[src/rtl/telemetry_tx.sv]
// telemetry_tx: periodic telemetry framer and 8N1 UART transmitter.
//
// A free-running period counter fires a trigger every 2^12 (FAST_SIM=1) or
// 2^20 (FAST_SIM=0) clocks. When the transmitter is idle, the trigger snapshots
// the three 12-bit sensor values. The transmitter then sends a fixed packet
// LSB first, idle high, with no gap between bytes:
//    AA 55 {0,batt[11:8]} batt[7:0] {0,curr[11:8]} curr[7:0]
//    {0,torque[11:8]} torque[7:0] [checksum]
//
// Optional feature (macro TLM_CHKSUM_EN): appends a 9th byte holding the
// bitwise NOT of the mod-256 sum of bytes 2..7 of the snapshot.
//
// Ports:
//    clk      in   system clock
//    rst      in   synchronous active-high reset
//    batt     in   [11:0] conditioned battery voltage
//    curr     in   [11:0] conditioned motor current
//    torque   in   [11:0] conditioned pedal torque
//    TX       out  UART serial output (registered)
//    busy     out  high while a packet is being shifted
//    pkt_done out  one-clock pulse after the final stop bit of a packet
module telemetry_tx #(
   parameter int unsigned FAST_SIM = 0,
   parameter int unsigned BAUD_DIV = 2604
) (
   input  logic        clk,
   input  logic        rst,
   input  logic [11:0] batt,
   input  logic [11:0] curr,
   input  logic [11:0] torque,
   output logic        TX,
   output logic        busy,
   output logic        pkt_done
);

   localparam int unsigned PW = (FAST_SIM != 0) ? 12 : 20;
   localparam int unsigned BW = 12;
   localparam int unsigned IW = 4;
`ifdef TLM_CHKSUM_EN
   localparam int unsigned NBYTES = 9;
`else
   localparam int unsigned NBYTES = 8;
`endif
   localparam logic [BW-1:0] BAUD_LAST = BW'(BAUD_DIV - 1);
   localparam logic [IW-1:0] IDX_LAST  = IW'(NBYTES - 1);

   typedef enum logic [1:0] {
      S_IDLE  = 2'd0,
      S_START = 2'd1,
      S_DATA  = 2'd2,
      S_STOP  = 2'd3
   } state_t;

   state_t          state_q, state_d;
   logic [PW-1:0]   per_q, per_d;
   logic [BW-1:0]   baud_q, baud_d;
   logic [2:0]      bit_q, bit_d;
   logic [IW-1:0]   idx_q, idx_d;
   logic [11:0]     batt_q, batt_d;
   logic [11:0]     curr_q, curr_d;
   logic [11:0]     torque_q, torque_d;
   logic            tx_q, tx_d;
   logic            busy_q, busy_d;
   logic            done_q, done_d;
`ifdef TLM_CHKSUM_EN
   logic [7:0]      chk_q, chk_d;
   logic [7:0]      chk_c;
`endif

   logic            trig_c;
   logic            baud_last_c;
   logic [2:0]      bit_nxt_c;
   logic [7:0]      cur_byte_c;

   assign trig_c      = &per_q;
   assign baud_last_c = (baud_q == BAUD_LAST);
   assign bit_nxt_c   = bit_q + 3'd1;

`ifdef TLM_CHKSUM_EN
   // Checksum is taken from the live inputs so it lands with the snapshot.
   always_comb begin
      chk_c = ~({4'h0, batt[11:8]} + batt[7:0] +
                {4'h0, curr[11:8]} + curr[7:0] +
                {4'h0, torque[11:8]} + torque[7:0]);
   end
`endif

   // Select the byte currently being sent from the snapshot.
   always_comb begin
      cur_byte_c = 8'h00;
      case (idx_q)
         4'd0: cur_byte_c = 8'hAA;
         4'd1: cur_byte_c = 8'h55;
         4'd2: cur_byte_c = {4'h0, batt_q[11:8]};
         4'd3: cur_byte_c = batt_q[7:0];
         4'd4: cur_byte_c = {4'h0, curr_q[11:8]};
         4'd5: cur_byte_c = curr_q[7:0];
         4'd6: cur_byte_c = {4'h0, torque_q[11:8]};
         4'd7: cur_byte_c = torque_q[7:0];
`ifdef TLM_CHKSUM_EN
         4'd8: cur_byte_c = chk_q;
`endif
         default: cur_byte_c = 8'h00;
      endcase
   end

   // Next-state and output logic; TX level for the next cycle is decided here
   // so the pin is always driven straight from a flop.
   always_comb begin
      state_d  = state_q;
      per_d    = per_q + PW'(1);
      baud_d   = baud_q;
      bit_d    = bit_q;
      idx_d    = idx_q;
      batt_d   = batt_q;
      curr_d   = curr_q;
      torque_d = torque_q;
      tx_d     = tx_q;
      busy_d   = busy_q;
      done_d   = 1'b0;
`ifdef TLM_CHKSUM_EN
      chk_d    = chk_q;
`endif

      case (state_q)
         S_IDLE: begin
            tx_d = 1'b1;
            if (trig_c) begin
               batt_d   = batt;
               curr_d   = curr;
               torque_d = torque;
`ifdef TLM_CHKSUM_EN
               chk_d    = chk_c;
`endif
               busy_d   = 1'b1;
               idx_d    = '0;
               baud_d   = '0;
               tx_d     = 1'b0;
               state_d  = S_START;
            end
         end

         S_START: begin
            if (baud_last_c) begin
               baud_d  = '0;
               bit_d   = 3'd0;
               tx_d    = cur_byte_c[0];
               state_d = S_DATA;
            end else begin
               baud_d = baud_q + BW'(1);
            end
         end

         S_DATA: begin
            if (baud_last_c) begin
               baud_d = '0;
               if (bit_q == 3'd7) begin
                  tx_d    = 1'b1;
                  state_d = S_STOP;
               end else begin
                  bit_d = bit_nxt_c;
                  tx_d  = cur_byte_c[bit_nxt_c];
               end
            end else begin
               baud_d = baud_q + BW'(1);
            end
         end

         S_STOP: begin
            if (baud_last_c) begin
               baud_d = '0;
               if (idx_q == IDX_LAST) begin
                  tx_d    = 1'b1;
                  busy_d  = 1'b0;
                  done_d  = 1'b1;
                  state_d = S_IDLE;
               end else begin
                  // Next byte starts immediately: no idle bits in between.
                  idx_d   = idx_q + IW'(1);
                  tx_d    = 1'b0;
                  state_d = S_START;
               end
            end else begin
               baud_d = baud_q + BW'(1);
            end
         end

         default: state_d = S_IDLE;
      endcase
   end

   // State register with synchronous reset.
   always_ff @(posedge clk) begin
      if (rst) begin
         state_q  <= S_IDLE;
         per_q    <= '0;
         baud_q   <= '0;
         bit_q    <= '0;
         idx_q    <= '0;
         batt_q   <= '0;
         curr_q   <= '0;
         torque_q <= '0;
         tx_q     <= 1'b1;
         busy_q   <= 1'b0;
         done_q   <= 1'b0;
`ifdef TLM_CHKSUM_EN
         chk_q    <= '0;
`endif
      end else begin
         state_q  <= state_d;
         per_q    <= per_d;
         baud_q   <= baud_d;
         bit_q    <= bit_d;
         idx_q    <= idx_d;
         batt_q   <= batt_d;
         curr_q   <= curr_d;
         torque_q <= torque_d;
         tx_q     <= tx_d;
         busy_q   <= busy_d;
         done_q   <= done_d;
`ifdef TLM_CHKSUM_EN
         chk_q    <= chk_d;
`endif
      end
   end

   assign TX       = tx_q;
   assign busy     = busy_q;
   assign pkt_done = done_q;

endmodule

[config.mk]
export PLATFORM = sky130hd
export DESIGN_NAME = telemetry_tx
export DESIGN_NICKNAME = d
export VERILOG_FILES = /design/src/rtl/telemetry_tx.sv
export SDC_FILE = /design/constraint.sdc
export NUM_CORES = 1
export LEC_CHECK = 0
export BUFFER_PORTS_ARGS = -buffer_cell sky130_fd_sc_hd__buf_2
export CELL_PAD_IN_SITES_DETAIL_PLACEMENT = 0
export CELL_PAD_IN_SITES_GLOBAL_PLACEMENT = 1
export CORE_UTILIZATION = 28
export DETAILED_ROUTE_END_ITERATION = 12
export PLACE_DENSITY = 0.61
export SETUP_SLACK_MARGIN = 0.05
export SLEW_MARGIN = 20
export SYNTH_ARGS = -nofsm -noshare
export SYNTH_HDL_FRONTEND = slang
export SYNTH_SLANG_ARGS = --single-unit
[constraint.sdc]
create_clock -name clk -period 3.25 [get_ports clk]
set_clock_uncertainty 0.1 [all_clocks]
set_input_delay 0.1625 -clock clk [delete_from_list [all_inputs] [get_ports clk]]
set_output_delay 0.1625 -clock clk [all_outputs]
set_load 0.005 [all_outputs]
==> metrics.txt, run 1 <==
type of the worst setup path=flip-flop to flip-flop; worst-path cell chain=inv_1 -> ha_1 -> a222oi_1 -> nand3_1 -> and3_1 -> o221a_2 -> o21ai_0 -> a21oi_1; syn nets=525; unrepaired setup endpoints after global routing=false; final worst-path cycle share=74.93%; Die ar.=0.01416 mm^2; Area Overhead vs Synth=25.80%; Bufs and invs on worst path=1; GR Util All Layers=14.23%; Vias=3365; Worst Path Arrival=2560 ps; Mapped Area=0.003831 mm^2; cell count after synthesis=474; Port Buf Inserts=40; DP HPWL=6.288 mm; via density per instance=4.680; area of the multi-input gates=0.002068 mm^2; htree depth=3; post-layout instance area=0.004820 mm^2; die width=119.0 um; Synth Flop Type=dfxtp_1; Yosys top cell by area=dfxtp_1; Placer Congestion=0.7897; CORE AREA=0.01330 mm^2; R2R Setup Slk=810 ps; highest-delay cell along the critical path=a222oi_1; clock sinks=80; Comb power frac=10.7%; Hold/Removal Path Class=input pin to flip-flop; relative slew slack=28.82%; Switching Fraction=23.66%; CP endpoint kind=flip-flop; most common cell in the netlist=nand2_1; Worst-path clk slew=60 ps; Setup TNS Final=0 ps; share of the synthesized area in the top cell type=41.80%; fraction of layout cells with a size suffix above 1=13.63%; crit start category=flip-flop; clk buf depth=2; Yosys reg bits=80; die height=119.0 um; Post-Route WL=9.263 mm; largest net degree at the start of global routing=40; Placed Area=0.004169 mm^2; CP peak stage delay=470 ps; Mean Syn Cell Area=8.083 um^2; vias in the first global route=3262; Yosys warnings=0; peak supply drop=0.2589 mV; clock latency on the worst-skew pair=340 ps; Initial Util=28.82%; Layout fillers=1382; Post-DRT Antenna Nets=0; root buf cell=clkbuf_16; Post-synth EDFFs=0; Final min period=2435 ps; PD cells=472.1 mW/mm^2; first-pass GRT wire length=15.86 mm; Slew Viols, Final=0; ant diodes=0; Net Switching=538.4 uW; initial DRC count=176; final setup violation count=0; GRT Residual Overflow=0; Cell Int Power=1.737 mW; Top delay family on crit path=compound AO/OA/AOI/OAI gates; Area contributors post-synth=dfxtp_1 (42%), nand2_1 (10%), a21oi_1 (6.8%), ha_1 (4.2%), nor2_1 (3.9%); cts bufs inserted=9; Reg power frac=44.6%; DRC violations left=0; drt pass-1 iters=4; initial antenna violation count=0; register area=0.001602 mm^2; Max Cap Violations=0; Async SR Flop Fraction=0%; commonest cells in the netlist=nand2_1 (102), dfxtp_1 (80), a21oi_1 (52); clock share of power=44.8%; Final nets=589; io pins=41; Util after Layout=36.25%; worst path required time=3370 ps; CTS tree=yes; final hold violations=0; Cell variety after synth=59; Pleak=1.675 nW; outcome=complete, no violations; Wirelength per Cell=12.88 um; sequential element share of the synthesized area=41.80%; Slew @ Worst Pin=1065 ps; worst-path fanout max=8; Row Count=42; fmax=0.4107 GHz
==> repair_timing <==
item	in CTS	in global routing
hold buffers	35	0
setup buffers	0	0
hold endpoints to repair	35	0
gates resized for setup	0	0
==> state kept, by name, summed over array words and instances, names as in the netlist <==
| signal | flops |
|---|---|
| pkt_done | 1 |
| torque_q | 12 |
| state_q | 2 |
| TX | 1 |
| per_q | 20 |
| bit_q | 3 |
| idx_q | 4 |
| busy | 1 |
| batt_q | 12 |
| baud_q | 12 |
| curr_q | 12 |
==> layout by cell type, fill, tap and decap left out, types with 2 or more instances in the layout <==
cell | Yosys | layout
o21ai_0 | 9 | 9
nand4_1 | 9 | 9
buf_4 | 1 | 4
a21oi_1 | 52 | 52
or4_1 | 2 | 2
dfxtp_1 | 80 | 80
dlygate4sd3_1 | 0 | 35
or3_1 | 5 | 5
o22ai_1 | 2 | 2
ha_1 | 13 | 13
inv_1 | 13 | 13
nand3b_1 | 2 | 2
a22oi_1 | 2 | 2
nand2b_1 | 3 | 3
mux2i_1 | 5 | 5
clkbuf_16 | 0 | 9
nand3_1 | 15 | 15
nor2b_1 | 2 | 2
buf_2 | 8 | 40
nor3_1 | 12 | 12
nor4b_1 | 3 | 3
clkinv_2 | 0 | 2
mux2_2 | 4 | 4
a31oi_1 | 3 | 3
a211oi_1 | 6 | 6
xnor2_1 | 13 | 13
xor2_1 | 14 | 14
nor4_1 | 3 | 3
and2_1 | 3 | 3
and3_1 | 4 | 4
nor2_1 | 40 | 40
clkbuf_1 | 15 | 2
clkbuf_8 | 0 | 2
nand2_1 | 102 | 102
==> stage by stage <==
step | hold slack (ps) | power, mW | instances | setup WS [ps]
after floorplan | 203.0 | 1.181 | 474 | 1220
after global placement | 307.6 | 1.242 | 668 | 806.8
after detailed placement | 311.8 | 1.249 | 668 | 790.9
after CTS | 36.37 | 2.313 | 719 | 772.7
after global routing | 57.82 | 2.389 | 719 | 637.7
final | 44.70 | 2.275 | 719 | 814.9
==> final cells by class <==
class                   instances  share of cell area (%)
multi-input cells             355                   42.91
clock inverters                 3                  0.8307
clock buffers                  13                   5.400
repair buffers                 79                   12.05
flip-flops and latches         80                   33.23
inverters                      13                   1.012
well taps                     176                   4.569
==> logic make-up after synthesis <==
logic type	synth area share, %
and+or+nand+nor	26.52
AOI/OAI and AO/OA	14.17
DFF	41.80
buffers and inverters	4.213
xor gates and xnor gates	6.173
adders and majority gates	4.246
muxes	2.874
==> worst register-to-register path: stages, from the launching register on <==
cell and delay (ps):
dfxtp_1 410, inv_1 90, ha_1 310, a222oi_1 480, nand3_1 110, and3_1 250
o221a_2 270, o21ai_0 230, a21oi_1 100
==> worst paths after layout <==
path                            endpoint              startpoint  depth (start not counted)
setup reg to reg         TX$_SDFFE_PP1P_   idx_q[1]$_SDFFE_PP0P_                          8
setup / recovery         TX$_SDFFE_PP1P_   idx_q[1]$_SDFFE_PP0P_                          8
hold reg to reg   curr_q[2]$_SDFFE_PP0P_  curr_q[2]$_SDFFE_PP0P_                          2
hold / removal    curr_q[9]$_SDFFE_PP0P_                 curr[9]                          3
==> power groups by stage <==
stage	Combinational [mW]	Clock (mW)	Sequential [mW]
finish	0.243	1.02	1.01
global route	0.270	1.10	1.02
CTS	0.245	1.05	1.01
detailed placement	0.213	0	1.04
global placement	0.208	0	1.03
floorplan	0.150	0	1.03
==> per-layer routing <==
layer | part of all wire (%) | GRT usage [%]
met3 | 3.7 | 3.975
met5 | 0 | 0
met1 | 50 | 19.06
met2 | 45 | 21.86
met4 | 1.3 | 4.826
Note: power is estimated with default switching activity, not from simulation.
==> run 2, diff against run 1 <==
--- a/config.mk
+++ b/config.mk
@@ -5,12 +5,13 @@
 export SDC_FILE = /design/constraint.sdc
 export NUM_CORES = 1
 export LEC_CHECK = 0
+export ABC_AREA = 1
 export BUFFER_PORTS_ARGS = -buffer_cell sky130_fd_sc_hd__buf_2
 export CELL_PAD_IN_SITES_DETAIL_PLACEMENT = 0
 export CELL_PAD_IN_SITES_GLOBAL_PLACEMENT = 1
 export CORE_UTILIZATION = 28
 export DETAILED_ROUTE_END_ITERATION = 12
-export PLACE_DENSITY = 0.61
+export PLACE_DENSITY = 0.62
 export SETUP_SLACK_MARGIN = 0.05
 export SLEW_MARGIN = 20
 export SYNTH_ARGS = -nofsm -noshare
==> constraint.sdc (replaced) <==
create_clock -name clk -period 2.35 [get_ports clk]
set_clock_uncertainty 0.1 [all_clocks]
set_input_delay 0.1175 -clock clk [delete_from_list [all_inputs] [get_ports clk]]
set_output_delay 0.1175 -clock clk [all_outputs]
set_load 0.005 [all_outputs]
==> run 2 against run 1 <==
Clock-buffer cell count shrank 2. Highest routed layer unchanged. Cell count rose by 15%. Synthesized cell count increased by 20%. Area after synthesis is 3.3% higher. Critical path type unchanged. Sequential share of layout area is 1.0 points lower. Core utilization fell by 0.28 points. Clock power rose by 25%. Flip-flop and latch count did not move. Largest cell class unchanged. Fmax increased by 12%.
==> metrics.txt, run 2 <==
cell count after synthesis=568 (+20%); GR Util All Layers=15.30% (+1.1 points); Port Buf Inserts=40 (unchanged); share of the synthesized area in the top cell type=40.48% (-1.3 points); Hold/Removal Path Class=input pin to flip-flop; root buf cell=clkbuf_16; worst path required time=2480 ps (-890 ps); DRC violations left=0 (unchanged); DP HPWL=7.356 mm (+17%); sequential element share of the synthesized area=40.48% (-1.3 points); Worst Path Arrival=2300 ps (-260 ps); number of flip-flops under the largest register name=20 (unchanged); relative slew slack=58.43% (+30 points); Mean Syn Cell Area=6.965 um^2 (-14%); Cell variety after synth=35 (-41%); ant diodes=0 (unchanged); worst-path fanout max=23 (+15); die width=120.9 um (+1.6%); highest-delay cell along the critical path=dfxtp_1; most common cell in the netlist=nor2_1; die height=120.9 um (+1.6%); Max Cap Violations=0 (unchanged); peak supply drop=0.3101 mV (+20%); post-layout instance area=0.004974 mm^2 (+3.2%); Yosys warnings=0 (unchanged); R2R cell count=11 (+3); CTS tree=yes; Yosys reg bits=80 (unchanged); Initial Util=28.61% (-0.20 points); CORE AREA=0.01383 mm^2 (+4.0%); worst-path cell chain=ha_1 -> nand2_1 -> inv_2 -> nand3b_4 -> nor2_4 -> nand2_2 -> nor3b_4 -> nand4_4 -> buf_4 -> o21ai_1 -> nor2_1; outcome=complete, no violations; CP Launch Point=per_q[0]$_SDFF_PP0_; Area Overhead vs Synth=25.71% (about the same); first-pass GRT wire length=17.33 mm (+9.3%); most frequent cells in the layout=nor2_1 (114), nand2_1 (89), dfxtp_1 (80); most common cell after layout, fill and taps aside=nor2_1; final worst-path cycle share=92.44% (+18 points); syn nets=619 (+18%); GRT Residual Overflow=0 (unchanged); Post-DRT Antenna Nets=0 (unchanged); initial DRC count=220 (+25%); PD cells=614.0 mW/mm^2 (+30%); vias in the first global route=3560 (+9.1%); R2R Setup Slk=180 ps (-640 ps); Post-synth EDFFs=0 (unchanged); Row Count=43 (+2.4%); Final min period=2172 ps (-262.7 ps); htree depth=3 (unchanged); type of the worst setup path=flip-flop to flip-flop; Async SR Flop Fraction=0% (unchanged); via density per instance=4.562 (-2.5%); crit start category=flip-flop; Vias=3768 (+12%); unrepaired setup endpoints after global routing=true; Crit Reg-Reg Endpoint=curr_q[0]$_SDFFE_PP0P_; clock latency on the worst-skew pair=340 ps (about the same); io pins=41 (unchanged); Slew @ Worst Pin=623.5 ps (-442.0 ps); worst reg2reg path startpoint=per_q[0]$_SDFF_PP0_; Area contributors post-synth=dfxtp_1 (40%), nor2_1 (11%), nand2_1 (8.4%), inv_1 (5.2%), nand3_1 (5.1%); Synth Flop Type=dfxtp_1; Setup TNS Final=0 ps (unchanged); Pleak=2.003 nW (+20%); CP endpoint kind=flip-flop; CP peak stage delay=360 ps (-110 ps); Setup crit end=curr_q[0]$_SDFFE_PP0P_; Post-Route WL=10.29 mm (+11%); Mapped Area=0.003956 mm^2 (+3.3%); largest net degree at the start of global routing=37 (-7.5%); final setup violation count=0 (unchanged); Yosys top cell by area=dfxtp_1; clk buf depth=2 (unchanged); Slew Viols, Final=0 (unchanged); Wirelength per Cell=12.46 um (-3.3%); clock sinks=80 (unchanged); drt pass-1 iters=6 (+2); Die ar.=0.01461 mm^2 (+3.2%); Final nets=694 (+18%); initial antenna violation count=0 (unchanged); fmax=0.4603 GHz (+12%); cts bufs inserted=9 (unchanged); Placed Area=0.004345 mm^2 (+4.2%); final hold violations=0 (unchanged); Worst-path clk slew=60 ps (about the same); Largest Register=per_q; commonest cells in the netlist=nor2_1 (114), nand2_1 (89), dfxtp_1 (80); Placer Congestion=0.7457 (-5.6%); fraction of layout cells with a size suffix above 1=11.76% (-1.9 points)
## run 2: cell count changes after synthesis, moves of 7 or more
cell and delta:
o21ai_1 +22, nand2_1 -13, xor2_1 -10, nand4_1 +11
nor3_1 +8, nand3_1 +25, clkbuf_1 -7, a21oi_1 -19
inv_1 +42, xnor2_1 -12, o21ai_0 +23, nor2_1 +74
## run 2: kinds of logic (layout without fill, tap and decap cells)
family                   Yosys count  count (layout)  synth area share, %
flip-flops                        80              80                40.48
XOR/XNOR                           5               5                1.107
buffers and inverters             81             159                8.634
adder cells (fa/ha/maj)           13              13                4.111
AO/OA/AOI/OAI                     93              93                12.02
AND/OR/NAND/NOR                  296             296                33.65
## run 2: routing by layer
metal	up-vias	GRT usage, %	part of all wire, %
met4	0	5.170	1.6
met1	1699	21.77	54
met5	-	0	0
li1	2013	-	-
met2	43	21.89	41
met3	13	4.323	3.5
## run 2: final cells by class
class                      instances  area (um^2)
timing repair buffer              87        643.1
fill                            1508         8853
clock buffer                      11        242.7
inverter                          58        222.7
clock inverter                     3        20.02
tap                              180        225.2
sequential                        80         1602
multi-input combinational        407         2018
## run 2: metrics by stage
stage / hold WS [ps] / power [mW] / std cells / util (%) / setup slack [ps]
finish: 97.88 / 3.054 / 826 / 35.97 / 177.6
global route: 108.4 / 3.212 / 826 / 35.97 / 34.66
CTS: 98.71 / 3.095 / 826 / 35.93 / 172.1
detailed placement: 260.6 / 1.759 / 776 / 31.43 / 184.8
global placement: 254.0 / 1.753 / 776 / 31.43 / 199.8
floorplan: 165.5 / 1.642 / 568 / - / 441.1
## run 2: how the worst min path moves through the flow
stage | depth (start not counted) | slack, ps | endpoint | startpoint
2_1_floorplan | 2 | 170 | batt_q[0]$_SDFFE_PP0P_ | batt[0]
3_3_place_gp | 3 | 250 | torque_q[6]$_SDFFE_PP0P_ | torque[6]
3_5_place_dp | 3 | 260 | batt_q[0]$_SDFFE_PP0P_ | batt[0]
4_1_cts | 2 | 100 | per_q[0]$_SDFF_PP0_ | rst
5_1_grt | 2 | 110 | per_q[0]$_SDFF_PP0_ | rst
6_report | 2 | 100 | per_q[0]$_SDFF_PP0_ | rst
## run 2: report_power, final
group          leakage [nW]  internal, mW  switching [mW]  total [mW]
clock                 0.123         0.730           0.547        1.28
sequential            0.645          1.38          0.0193        1.40
combinational          1.23         0.164           0.215       0.379
total                  2.00          2.27           0.781        3.05
## run 2: critical path: cells and delay by family (launching register included)
kind                     cells  cell delay (ps)
AND/OR/NAND/NOR              7              860
flip-flops                   1              360
buffers and inverters        2              350
AO/OA/AOI/OAI                1              220
adder cells (fa/ha/maj)      1              180
## run 2: timing repair
item                       in CTS  in global routing
setup buffers                   0                  0
hold buffers                   36                  0
hold endpoints to repair       36                  0
setup endpoints to repair       0                  3
resized for setup               0                  1
==> run 3, diff against run 2 <==
--- a/config.mk
+++ b/config.mk
@@ -11,7 +11,7 @@
 export CELL_PAD_IN_SITES_GLOBAL_PLACEMENT = 1
 export CORE_UTILIZATION = 28
 export DETAILED_ROUTE_END_ITERATION = 12
-export PLACE_DENSITY = 0.62
+export PLACE_DENSITY_LB_ADDON = 0.1
 export SETUP_SLACK_MARGIN = 0.05
 export SLEW_MARGIN = 20
 export SYNTH_ARGS = -nofsm -noshare
==> run 3 against run 2 <==
Core utilization up 0.81 points. Clock power up 20%. First-iteration DRC count down 25%. Clock-buffer cell count down 2. Non-clock buffer count up 4. Critical endpoint is now batt_q[8]$_SDFFE_PP0P_. Largest cell class unchanged.
==> metrics.txt, run 3 (synthesis results as in run 2) <==
Slew Viols, Final=0 (unchanged); post-route setup slack=227.3 ps (+49.75 ps); Largest Register=per_q; ant diodes=0 (unchanged); Port Buf Inserts=40 (unchanged); DRC violations left=0 (unchanged); Wirelength per Cell=12.82 um (+2.9%); clock latency on the worst-skew pair=350 ps (about the same); root buf cell=clkbuf_16; Layout fillers=1481 (-1.8%); Max Cap Violations=0 (unchanged); PD cells=655.1 mW/mm^2 (+6.7%); Cell Int Power=2.493 mW (+9.7%); Placer Congestion=0.7326 (-1.8%); Crit Reg-Reg Endpoint=batt_q[8]$_SDFFE_PP0P_; Post-Route WL=10.66 mm (+3.5%); clock share of power=45.8% (+4.0 points); Slew @ Worst Pin=473.6 ps (-149.9 ps); peak supply drop=0.4351 mV (+40%); GR Util All Layers=15.77% (+0.47 points); drt pass-1 iters=5 (-1); most common cell after layout, fill and taps aside=nor2_1; final setup violation count=0 (unchanged); Setup TNS Final=0 ps (unchanged); Switching Fraction=25.18% (-0.39 points); via density per instance=4.484 (-1.7%); outcome=complete, no violations; final hold violations=0 (unchanged); die width=120.9 um (unchanged); Comb power frac=12.2% (-0.2 points); htree depth=3 (unchanged); CP endpoint kind=flip-flop; relative slew slack=68.43% (+10 points); cts bufs inserted=9 (unchanged); Initial Util=28.61% (unchanged); hold path depth=2 (unchanged); GRT Residual Overflow=0 (unchanged); pre-CTS setup slack=156.7 ps (-28.05 ps); most frequent cells in the layout=nor2_1 (113), nand2_1 (89), dfxtp_1 (80); R2R cell count=11 (unchanged); Die ar.=0.01461 mm^2 (unchanged); die height=120.9 um (unchanged); fmax=0.4711 GHz (+2.3%); clock sinks=80 (unchanged); Final min period=2123 ps (-49.75 ps); CORE AREA=0.01383 mm^2 (unchanged); Net Switching=839.0 uW (+7.4%); first-pass GRT wire length=17.88 mm (+3.2%); vias in the first global route=3561 (+0.028%); Vias=3726 (-1.1%); crit start category=flip-flop; Worst Hold Launch=rst; DP HPWL=7.556 mm (+2.7%); fraction of layout cells with a size suffix above 1=12.90% (+1.1 points); number of flip-flops under the largest register name=20 (unchanged); Hold/Removal Path Class=input pin to flip-flop; worst reg2reg path startpoint=per_q[0]$_SDFF_PP0_; Final nets=698 (+0.58%); CTS tree=yes; final worst-path cycle share=90.33% (-2.1 points); Worst Path Arrival=2260 ps (-40 ps); Post-DRT Antenna Nets=0 (unchanged); worst-path fanout max=36 (+57%); clk buf depth=2 (unchanged); type of the worst setup path=flip-flop to flip-flop; Pleak=2.059 nW (+2.8%); R2R Setup Slk=230 ps (+50 ps); worst path required time=2480 ps (about the same); Util after Layout=36.78% (+0.81 points); initial DRC count=165 (-25%); initial antenna violation count=0 (unchanged); hold endpoint=per_q[0]$_SDFF_PP0_; io pins=41 (unchanged); Row Count=43 (unchanged); Worst-path clk slew=60 ps (about the same); Reg power frac=42.0% (-3.8 points); Area Overhead vs Synth=28.56%; unrepaired setup endpoints after global routing=true; largest net degree at the start of global routing=43 (+16%)
[run 3: changes by cell type in the layout (fill, tap and decap cells not counted), moves of 2 or more]
cell       change
o21ai_1        +4
o21ai_0        -4
bufinv_16      +2
buf_4          +2
inv_6          +2
[run 3: final cells by class]
cell class	instances	area (um^2)	share of cell area, %
Timing Repair Buffer	91	693.2	13.63
Clock buffer	9	225.2	4.428
Tap cell	180	225.2	4.428
Inverter	58	222.7	4.379
Sequential cell	80	1602	31.49
Clock inverter	6	92.59	1.820
Multi-Input combinational cell	407	2026	39.83
[run 3: how the worst max path moves through the flow]
stage	startpoint	to	slack, ps	depth (start not counted)
floorplan	per_q[0]$_SDFF_PP0_	batt_q[10]$_SDFFE_PP0P_	440	11
global placement	per_q[0]$_SDFF_PP0_	torque_q[8]$_SDFFE_PP0P_	220	11
detailed placement	per_q[0]$_SDFF_PP0_	batt_q[8]$_SDFFE_PP0P_	160	11
CTS	per_q[0]$_SDFF_PP0_	batt_q[8]$_SDFFE_PP0P_	150	11
global route	per_q[0]$_SDFF_PP0_	batt_q[10]$_SDFFE_PP0P_	20	11
finish	per_q[0]$_SDFF_PP0_	batt_q[8]$_SDFFE_PP0P_	230	11
[run 3: power groups by stage]
stage          sequential [mW]  clock [mW]  combinational [mW]
3_5_place_dp              1.43           0               0.339
5_1_grt                   1.40        1.63               0.467
2_1_floorplan             1.42           0               0.219
3_3_place_gp              1.43           0               0.343
4_1_cts                   1.40        1.58               0.388
6_report                  1.40        1.53               0.408
[run 3: critical path, stage by stage, from the launching register on]
cell,delay [ps]
dfxtp_1,350
ha_1,170
nand2_1,70
inv_2,90
nand3b_4,100
nor2_4,130
nand2_2,90
nor3b_4,270
nand4_4,160
buf_8,220
o21ai_0,210
a21oi_1,60
[run 3: what timing repair did]
action / in CTS / in global routing
setup endpoints to repair: 0 / 55
endpoints found under the hold margin: 36 / 0
setup buffers: 0 / 4
resized for setup: 0 / 10
hold buffers: 36 / 0
[run 3: per-layer routing]
metal / vias up / track usage, % / part of all wire [%]
met1: 1655 / 23.24 / 55
met3: 7 / 4.464 / 3.2
met2: 48 / 22.21 / 41
met4: 0 / 3.935 / 0.81
li1: 2016 / - / -
met5: - / 0 / 0
[run 3: metrics by stage]
step	instances	cell area [um^2]	hold WS, ps	power, mW
4_1_cts	827	5036	98.16	3.366
6_report	831	5086	98.89	3.332
3_3_place_gp	776	4358	251.5	1.771
5_1_grt	831	5086	111.9	3.499
3_5_place_dp	776	4358	261.7	1.769
2_1_floorplan	568	3956	165.5	1.642
